==> config.mk <==
export PLATFORM = sky130hd
export DESIGN_NAME = cu_sequencer_flat
export DESIGN_NICKNAME = d
export VERILOG_FILES = /design/src/rtl/cu_pkg.sv /design/src/rtl/cu_sequencer_if.sv /design/src/rtl/legv8_opcode_class.sv /design/src/rtl/cu_sequencer.sv /design/src/flat_wrapper.sv
export SDC_FILE = /design/constraint.sdc
export NUM_CORES = 1
export LEC_CHECK = 0
export CAP_MARGIN = 0
export CORE_AREA = 3 3 155 157
export DETAILED_ROUTE_END_ITERATION = 6
export DIE_AREA = 0 0 158 160
export GPL_TIMING_DRIVEN = 0
export PLACE_DENSITY = 0.61
export SYNTH_ARGS = -nofsm -noshare
export SYNTH_HDL_FRONTEND = slang
export SYNTH_HIERARCHICAL = 1
export SYNTH_SLANG_ARGS = --single-unit
==> constraint.sdc <==
create_clock -name clock -period 8.2 [get_ports clock]
set_clock_uncertainty 0.15 [all_clocks]
set_input_delay 1.64 -clock clock [delete_from_list [all_inputs] [get_ports clock]]
set_output_delay 1.64 -clock clock [all_outputs]
set_load 0.005 [all_outputs]
==> src/rtl/cu_pkg.sv <==
// cu_pkg: shared types and constants for the LEGv8 control-unit sequencer
package cu_pkg;
    localparam int CW_WIDTH     = 33;
    localparam int NUM_CLASSES  = 8;
    localparam int MAX_EXEC_DEF = 4;

    localparam int CW_ALU_EN    = 32;
    localparam int CW_ALU_BS    = 31;
    localparam int CW_ALU_FS    = 26;
    localparam int CW_RF_B_EN   = 25;
    localparam int CW_RF_SA     = 20;
    localparam int CW_RF_SB     = 15;
    localparam int CW_RF_DA     = 10;
    localparam int CW_RF_W      = 9;
    localparam int CW_RAM_EN    = 8;
    localparam int CW_RAM_W     = 7;
    localparam int CW_PC_EN     = 6;
    localparam int CW_PC_FS     = 4;
    localparam int CW_PC_IS     = 3;
    localparam int CW_STATUS_LD = 2;
    localparam int CW_NS        = 0;

    localparam logic [CW_WIDTH-3:0] CW_NOP = '0;

    typedef enum logic [2:0] {
        CLS_RALU, CLS_IALU, CLS_D, CLS_B, CLS_CB, CLS_BCOND, CLS_MOV, CLS_ILLEGAL
    } cls_e;

    typedef enum logic [1:0] {S_IDLE, S_FETCH, S_EXEC, S_HALT} fsm_e;

    localparam logic [10:0] OP_ADD   = 11'b10001011000;
    localparam logic [10:0] OP_SUB   = 11'b11001011000;
    localparam logic [10:0] OP_AND   = 11'b10001010000;
    localparam logic [10:0] OP_ORR   = 11'b10101010000;
    localparam logic [10:0] OP_EOR   = 11'b11001010000;
    localparam logic [9:0]  OP_ADDI  = 10'b1001000100;
    localparam logic [9:0]  OP_SUBI  = 10'b1101000100;
    localparam logic [9:0]  OP_ANDI  = 10'b1001001000;
    localparam logic [9:0]  OP_ORRI  = 10'b1011001000;
    localparam logic [9:0]  OP_EORI  = 10'b1101001000;
    localparam logic [10:0] OP_LDUR  = 11'b11111000010;
    localparam logic [10:0] OP_STUR  = 11'b11111000000;
    localparam logic [5:0]  OP_B     = 6'b000101;
    localparam logic [7:0]  OP_CBZ   = 8'b10110100;
    localparam logic [7:0]  OP_CBNZ  = 8'b10110101;
    localparam logic [7:0]  OP_BCOND = 8'b01010100;
    localparam logic [8:0]  OP_MOVZ  = 9'b110100101;
    localparam logic [8:0]  OP_MOVK  = 9'b111100101;
endpackage

==> src/rtl/cu_sequencer_if.sv <==
// cu_sequencer_if: fetch/decoder/datapath signal bundle around the sequencer
interface cu_sequencer_if;
    import cu_pkg::*;
    logic                            run;
    logic                            mem_ready;
    logic [31:0]                     instr_in;
    logic [NUM_CLASSES*CW_WIDTH-1:0] cw_class;
    logic [31:0]                     ir;
    logic [1:0]                      state;
    logic [CW_WIDTH-3:0]             cw_out;
    logic                            fetch;
    logic                            ir_load;
    logic                            illegal;
    logic                            halted;
    logic [31:0]                     instr_count;

    modport master (
        input  run, mem_ready, instr_in, cw_class,
        output ir, state, cw_out, fetch, ir_load, illegal, halted, instr_count
    );
    modport slave (
        output run, mem_ready, instr_in, cw_class,
        input  ir, state, cw_out, fetch, ir_load, illegal, halted, instr_count
    );
endinterface

==> src/rtl/legv8_opcode_class.sv <==
// legv8_opcode_class: maps the top 11 opcode bits to a decoder class, first match wins
module legv8_opcode_class
    import cu_pkg::*;
(
    input  logic [10:0] op_i,
    output cls_e        cls_o
);
    // Priority chain mirrors the class numbering so earlier classes shadow later ones
    always_comb begin
        cls_o = (op_i inside {OP_ADD, OP_SUB, OP_AND, OP_ORR, OP_EOR})            ? CLS_RALU  :
                (op_i[10:1] inside {OP_ADDI, OP_SUBI, OP_ANDI, OP_ORRI, OP_EORI}) ? CLS_IALU  :
                (op_i inside {OP_LDUR, OP_STUR})                                  ? CLS_D     :
                (op_i[10:5] == OP_B)                                              ? CLS_B     :
                (op_i[10:3] inside {OP_CBZ, OP_CBNZ})                             ? CLS_CB    :
                (op_i[10:3] == OP_BCOND)                                          ? CLS_BCOND :
                (op_i[10:2] inside {OP_MOVZ, OP_MOVK})                            ? CLS_MOV   :
                                                                                    CLS_ILLEGAL;
    end
endmodule

==> src/rtl/cu_sequencer.sv <==
// cu_sequencer: fetch/execute sequencer selecting the active decoder control word
module cu_sequencer
    import cu_pkg::*;
#(
    parameter int MAX_EXEC = MAX_EXEC_DEF
) (
    input  logic           clock,
    input  logic           reset_n,
    cu_sequencer_if.master bus
);
    localparam int               CNT_W    = $clog2(MAX_EXEC + 1);
    localparam logic [CNT_W-1:0] CNT_LAST = CNT_W'(MAX_EXEC - 1);

    fsm_e                fsm_q;
    logic [31:0]         ir_q;
    logic [1:0]          state_q;
    logic [CNT_W-1:0]    cnt_q;
    logic                illegal_q;
    logic [31:0]         retired_q;
    cls_e                cls;
    logic [CW_WIDTH-1:0] cw_sel;
    logic [1:0]          next_state;
    logic                exec_legal;

    legv8_opcode_class u_class (
        .op_i  (ir_q[31:21]),
        .cls_o (cls)
    );

    assign cw_sel     = bus.cw_class[int'(cls)*CW_WIDTH +: CW_WIDTH];
    assign next_state = cw_sel[CW_NS +: 2];
    assign exec_legal = (fsm_q == S_EXEC) && (cls != CLS_ILLEGAL);

    assign bus.ir          = ir_q;
    assign bus.state       = state_q;
    assign bus.cw_out      = exec_legal ? cw_sel[CW_WIDTH-1:CW_STATUS_LD] : CW_NOP;
    assign bus.fetch       = (fsm_q == S_FETCH);
    assign bus.ir_load     = (fsm_q == S_FETCH) && bus.mem_ready;
    assign bus.illegal     = illegal_q;
    assign bus.halted      = (fsm_q == S_HALT);
    assign bus.instr_count = retired_q;

    // Sequencer FSM: fetch handshake, multi-cycle execute tracking, retire count and traps
    always_ff @(posedge clock or negedge reset_n) begin
        if (!reset_n) begin
            fsm_q     <= S_IDLE;
            ir_q      <= '0;
            state_q   <= '0;
            cnt_q     <= '0;
            illegal_q <= 1'b0;
            retired_q <= '0;
        end else begin
            case (fsm_q)
                S_IDLE: if (bus.run) fsm_q <= S_FETCH;
                S_FETCH: begin
                    if (bus.mem_ready) begin
                        ir_q    <= bus.instr_in;
                        state_q <= '0;
                        cnt_q   <= '0;
                        fsm_q   <= S_EXEC;
                    end else if (!bus.run) begin
                        fsm_q <= S_IDLE;
                    end
                end
                S_EXEC: begin
                    if (cls == CLS_ILLEGAL || (next_state != 2'd0 && cnt_q == CNT_LAST)) begin
                        illegal_q <= 1'b1;
                        fsm_q     <= S_HALT;
                    end else if (next_state == 2'd0) begin
                        retired_q <= retired_q + 32'd1;
                        fsm_q     <= bus.run ? S_FETCH : S_IDLE;
                    end else begin
                        state_q <= next_state;
                        cnt_q   <= cnt_q + 1'b1;
                    end
                end
                S_HALT: fsm_q <= S_HALT;
            endcase
        end
    end
endmodule

==> src/flat_wrapper.sv <==
// flat-port wrapper written by rule: the top's interface ports become plain ports
module cu_sequencer_flat import cu_pkg::*;
#(
    parameter int MAX_EXEC = MAX_EXEC_DEF
)
  (clock, reset_n, bus_run, bus_mem_ready, bus_instr_in, bus_cw_class, bus_ir, bus_state, bus_cw_out, bus_fetch, bus_ir_load, bus_illegal, bus_halted, bus_instr_count);
  cu_sequencer_if bus_i ();
  input  logic clock;
  input  logic reset_n;
  input wire logic [$bits(bus_i.run)-1:0] bus_run;
  input wire logic [$bits(bus_i.mem_ready)-1:0] bus_mem_ready;
  input wire logic [$bits(bus_i.instr_in)-1:0] bus_instr_in;
  input wire logic [$bits(bus_i.cw_class)-1:0] bus_cw_class;
  output wire logic [$bits(bus_i.ir)-1:0] bus_ir;
  output wire logic [$bits(bus_i.state)-1:0] bus_state;
  output wire logic [$bits(bus_i.cw_out)-1:0] bus_cw_out;
  output wire logic [$bits(bus_i.fetch)-1:0] bus_fetch;
  output wire logic [$bits(bus_i.ir_load)-1:0] bus_ir_load;
  output wire logic [$bits(bus_i.illegal)-1:0] bus_illegal;
  output wire logic [$bits(bus_i.halted)-1:0] bus_halted;
  output wire logic [$bits(bus_i.instr_count)-1:0] bus_instr_count;
  assign bus_i.run = bus_run;
  assign bus_i.mem_ready = bus_mem_ready;
  assign bus_i.instr_in = bus_instr_in;
  assign bus_i.cw_class = bus_cw_class;
  assign bus_ir = bus_i.ir;
  assign bus_state = bus_i.state;
  assign bus_cw_out = bus_i.cw_out;
  assign bus_fetch = bus_i.fetch;
  assign bus_ir_load = bus_i.ir_load;
  assign bus_illegal = bus_i.illegal;
  assign bus_halted = bus_i.halted;
  assign bus_instr_count = bus_i.instr_count;
  cu_sequencer #(.MAX_EXEC(MAX_EXEC)) u_core (.clock(clock), .reset_n(reset_n), .bus(bus_i));
endmodule
==> impl_metrics.env <==
export IMPL_drive_gt1_share_pct=11.3
export IMPL_die_area_mm2=0.0253
export IMPL_vias_per_cell=4.80
export IMPL_clk_path_buf_depth=2
export IMPL_fin_area_mm2=0.0101
export IMPL_syn_avg_cell_area_um2=10.9
export IMPL_ys_warn_count=6
export IMPL_nets=1209
export IMPL_path_class="flop to primary output"
export IMPL_h_tree_depth=3
export IMPL_firstDrtPassIters=5
export IMPL_synth_net_count=797
export IMPL_synth_edff_count=0
export IMPL_ctsHoldBuffers=0
export IMPL_cts_tree="yes"
export IMPL_regToRegStartpoint="u_core/bus.ir[31]$_DFFE_PN0P_"
export IMPL_gr_usage_all_layers_pct=19.8
export IMPL_ys_seq_area_share_pct=33.4
export IMPL_multi_input_area_mm2=0.00341
export IMPL_min_path_type="flop to flop"
export IMPL_rsz0062_at_grt="no"
export IMPL_hold_start="u_core/bus.ir[20]$_DFFE_PN0P_"
export IMPL_cts_made_buffers=9
export IMPL_wire_per_inst_um=21.4
export IMPL_gr_total_overflow=0
export IMPL_setup_viol_count_final=0
export IMPL_synth_seq_cells=72
export IMPL_syn_area_mm2=0.00539
export IMPL_place_congestion=0.848
export IMPL_status="completed"
export IMPL_grt_pass1_vias=6163
export IMPL_cp_max_fo=10
export IMPL_antenna_found_initial=11
export IMPL_vias=5759
export IMPL_start_util_pct=23.8
export IMPL_grt_first_pass_wirelength_um=37900
export IMPL_cts_sinks=72
export IMPL_first_iter_violations=340
export IMPL_ys_types=46
export IMPL_min_period_over_period_pct=79.9
export IMPL_wl_um=25700
export IMPL_r2r_end="u_core/bus.instr_count[3]$_DFFE_PN0P_"
export IMPL_rows=55
export IMPL_nFillCells=2147
export IMPL_start_kind="flop"
export IMPL_cp_end_kind="primary output"
export IMPL_path_clk_slew_ps=60
export IMPL_ys_async_sr_fraction_pct=100
export IMPL_tightest_slew_ps=991
export IMPL_crit_arrival_ps=4760
export IMPL_setup_tns_final_ps=0
export IMPL_root_buffer="clkbuf_16"
export IMPL_maxSlewViolCount=0
export IMPL_die_x_um=158
export IMPL_core_mm2=0.0226
export IMPL_clock_latency_ps=340
export IMPL_grt_max_degree=55
export IMPL_synthCells=494
export IMPL_remaining_drc_errors=0
export IMPL_power_density_mw_per_mm2=135
export IMPL_hold_end="u_core/bus.ir[20]$_DFFE_PN0P_"
export IMPL_numPortBuffers=400
export IMPL_whs_path_depth=2
export IMPL_io_pins=401
export IMPL_slew_headroom_pct=33.5
export IMPL_layout_min_cycle_time_ps=6550
export IMPL_hold_violations=0
export IMPL_max_cap_violations=0
export IMPL_dp_hpwl_um=21700
export IMPL_ir_worst_vdd_uv=85.0
export IMPL_power_leakage_nw=4.24
export IMPL_postPlaceCellArea_mm2=0.00977
export IMPL_fp_dieH_um=160
export IMPL_cts_setup_buffers=0
export IMPL_yosys_most_used_dff="dfrtp_1"
export IMPL_worst_ep_required_time_ps=6410
export IMPL_post_cts_resized=0
export IMPL_cp_startpoint="u_core/bus.ir[31]$_DFFE_PN0P_"
export IMPL_detail_route_antenna_nets=0
export IMPL_seq_area_mm2=0.00180
export IMPL_max_freq_ghz=0.153
export IMPL_rrSetupSlack_ps=4270
export IMPL_worst_r2r_path_depth=10
export IMPL_area_growth_pct=88.1
==> state kept, by name, indices dropped and copies added, names as in the netlist <==
signal	flops
u_core/bus.instr_count	32
u_core/cnt_q	3
u_core/bus.ir	32
u_core/bus.illegal	1
u_core/fsm_q	2
u_core/bus.state	2
==> layout make-up <==
cell class | instances | share of cell area (%)
timing repair buffer | 401 | 39.8
multi-input combinational | 384 | 33.6
sequential | 72 | 17.8
tap | 285 | 3.52
clock buffer | 9 | 2.22
buffer | 34 | 1.64
clock inverter | 7 | 1.23
inverter | 4 | 0.148
antenna | 4 | 0.0988
==> worst max-delay path by stage <==
stage / end / slack, ps / depth (start not counted)
2_1_floorplan: bus_cw_out[0] / 3640 / 10
3_3_place_gp: bus_cw_out[19] / 1910 / 11
3_5_place_dp: bus_cw_out[19] / 1880 / 11
4_1_cts: bus_cw_out[19] / 1480 / 11
5_1_grt: bus_cw_out[18] / 1280 / 11
6_report: bus_cw_out[24] / 1650 / 11
==> placed cells by master (no fill, tap or decap), types with 3 or more instances in the layout <==
master,count
nand3_1,19
and4_1,4
dfrtp_1,72
clkbuf_1,14
mux2i_1,34
buf_6,4
buf_1,9
nand2_1,111
xnor2_1,22
xor2_1,10
mux4_2,66
buf_2,7
clkdlybuf4s50_1,399
inv_1,4
ha_1,3
nor3_1,12
nand4_1,15
nor2b_1,4
nor2_1,39
and2_1,3
diode_2,4
inv_6,3
bufinv_16,3
clkbuf_16,9
and3_1,7
==> cell usage after synthesis (3+ instances only) <==
cell type / n / share of area (%)
xnor2_1: 22 / 3.6
and3_1: 7 / 0.81
nand3_1: 19 / 1.8
nor2_1: 39 / 2.7
nand2_1: 111 / 7.7
mux4_2: 66 / 28
clkbuf_1: 14 / 0.98
mux2i_1: 34 / 6.3
and4_1: 4 / 0.65
inv_1: 4 / 0.28
dfrtp_1: 72 / 33
buf_1: 9 / 0.63
nor3_1: 12 / 1.1
xor2_1: 10 / 1.6
buf_6: 4 / 0.84
nand4_1: 15 / 1.7
nor2b_1: 4 / 0.46
buf_2: 7 / 0.65
and2_1: 3 / 0.35
ha_1: 3 / 0.70
==> cell families (layout without fill, tap and decap cells) <==
family | Yosys count | count (layout) | synth area share (%)
adder cells (fa/ha/maj) | 3 | 3 | 0.697
AO/OA/AOI/OAI | 15 | 15 | 2.18
flip-flops | 72 | 72 | 33.4
multiplexers | 103 | 103 | 34.9
XOR/XNOR | 32 | 32 | 5.20
buffers and inverters | 38 | 455 | 3.37
AND/OR/NAND/NOR | 231 | 231 | 20.2
other | 0 | 4 | 0
==> stage by stage <==
stage / util [%] / worst slack (ps) / hold slack (ps) / cells / power [mW]
floorplan: - / 3640 / 305 / 494 / 0.620
global route: 44.8 / 1280 / 343 / 1200 / 1.44
detailed placement: 43.2 / 1880 / 313 / 1180 / 0.915
finish: 44.8 / 1650 / 324 / 1200 / 1.37
CTS: 44.7 / 1480 / 328 / 1196 / 1.39
global placement: 43.1 / 1910 / 306 / 1179 / 0.907
==> per-layer routing <==
layer  vias to the layer above  share of wire, %  GRT usage [%]
met5                         -              0.32              0
met4                        14               1.2           4.93
met3                        35               8.3           5.99
met2                       255                53           35.8
met1                      2795                37           22.7
li1                       2660                 -              -
==> worst max-delay path: stages, from the launching register on <==
cell and delay [ps]:
dfrtp_1 450, or3b_1 200, a211o_1 140, a211oi_2 80, a311oi_1 810, clkbuf_1 610, nand3_1 330, nand2_1 190
clkbuf_1 500, clkbuf_1 460, nor2_1 160, clkdlybuf4s50_1 480
==> where the power goes <==
part	switching, mW	internal [mW]
logic	0.157	0.305
clock network	0.165	0.301
registers	0.0409	0.402
total	0.363	1.01
(Power assumes the default switching activity.)
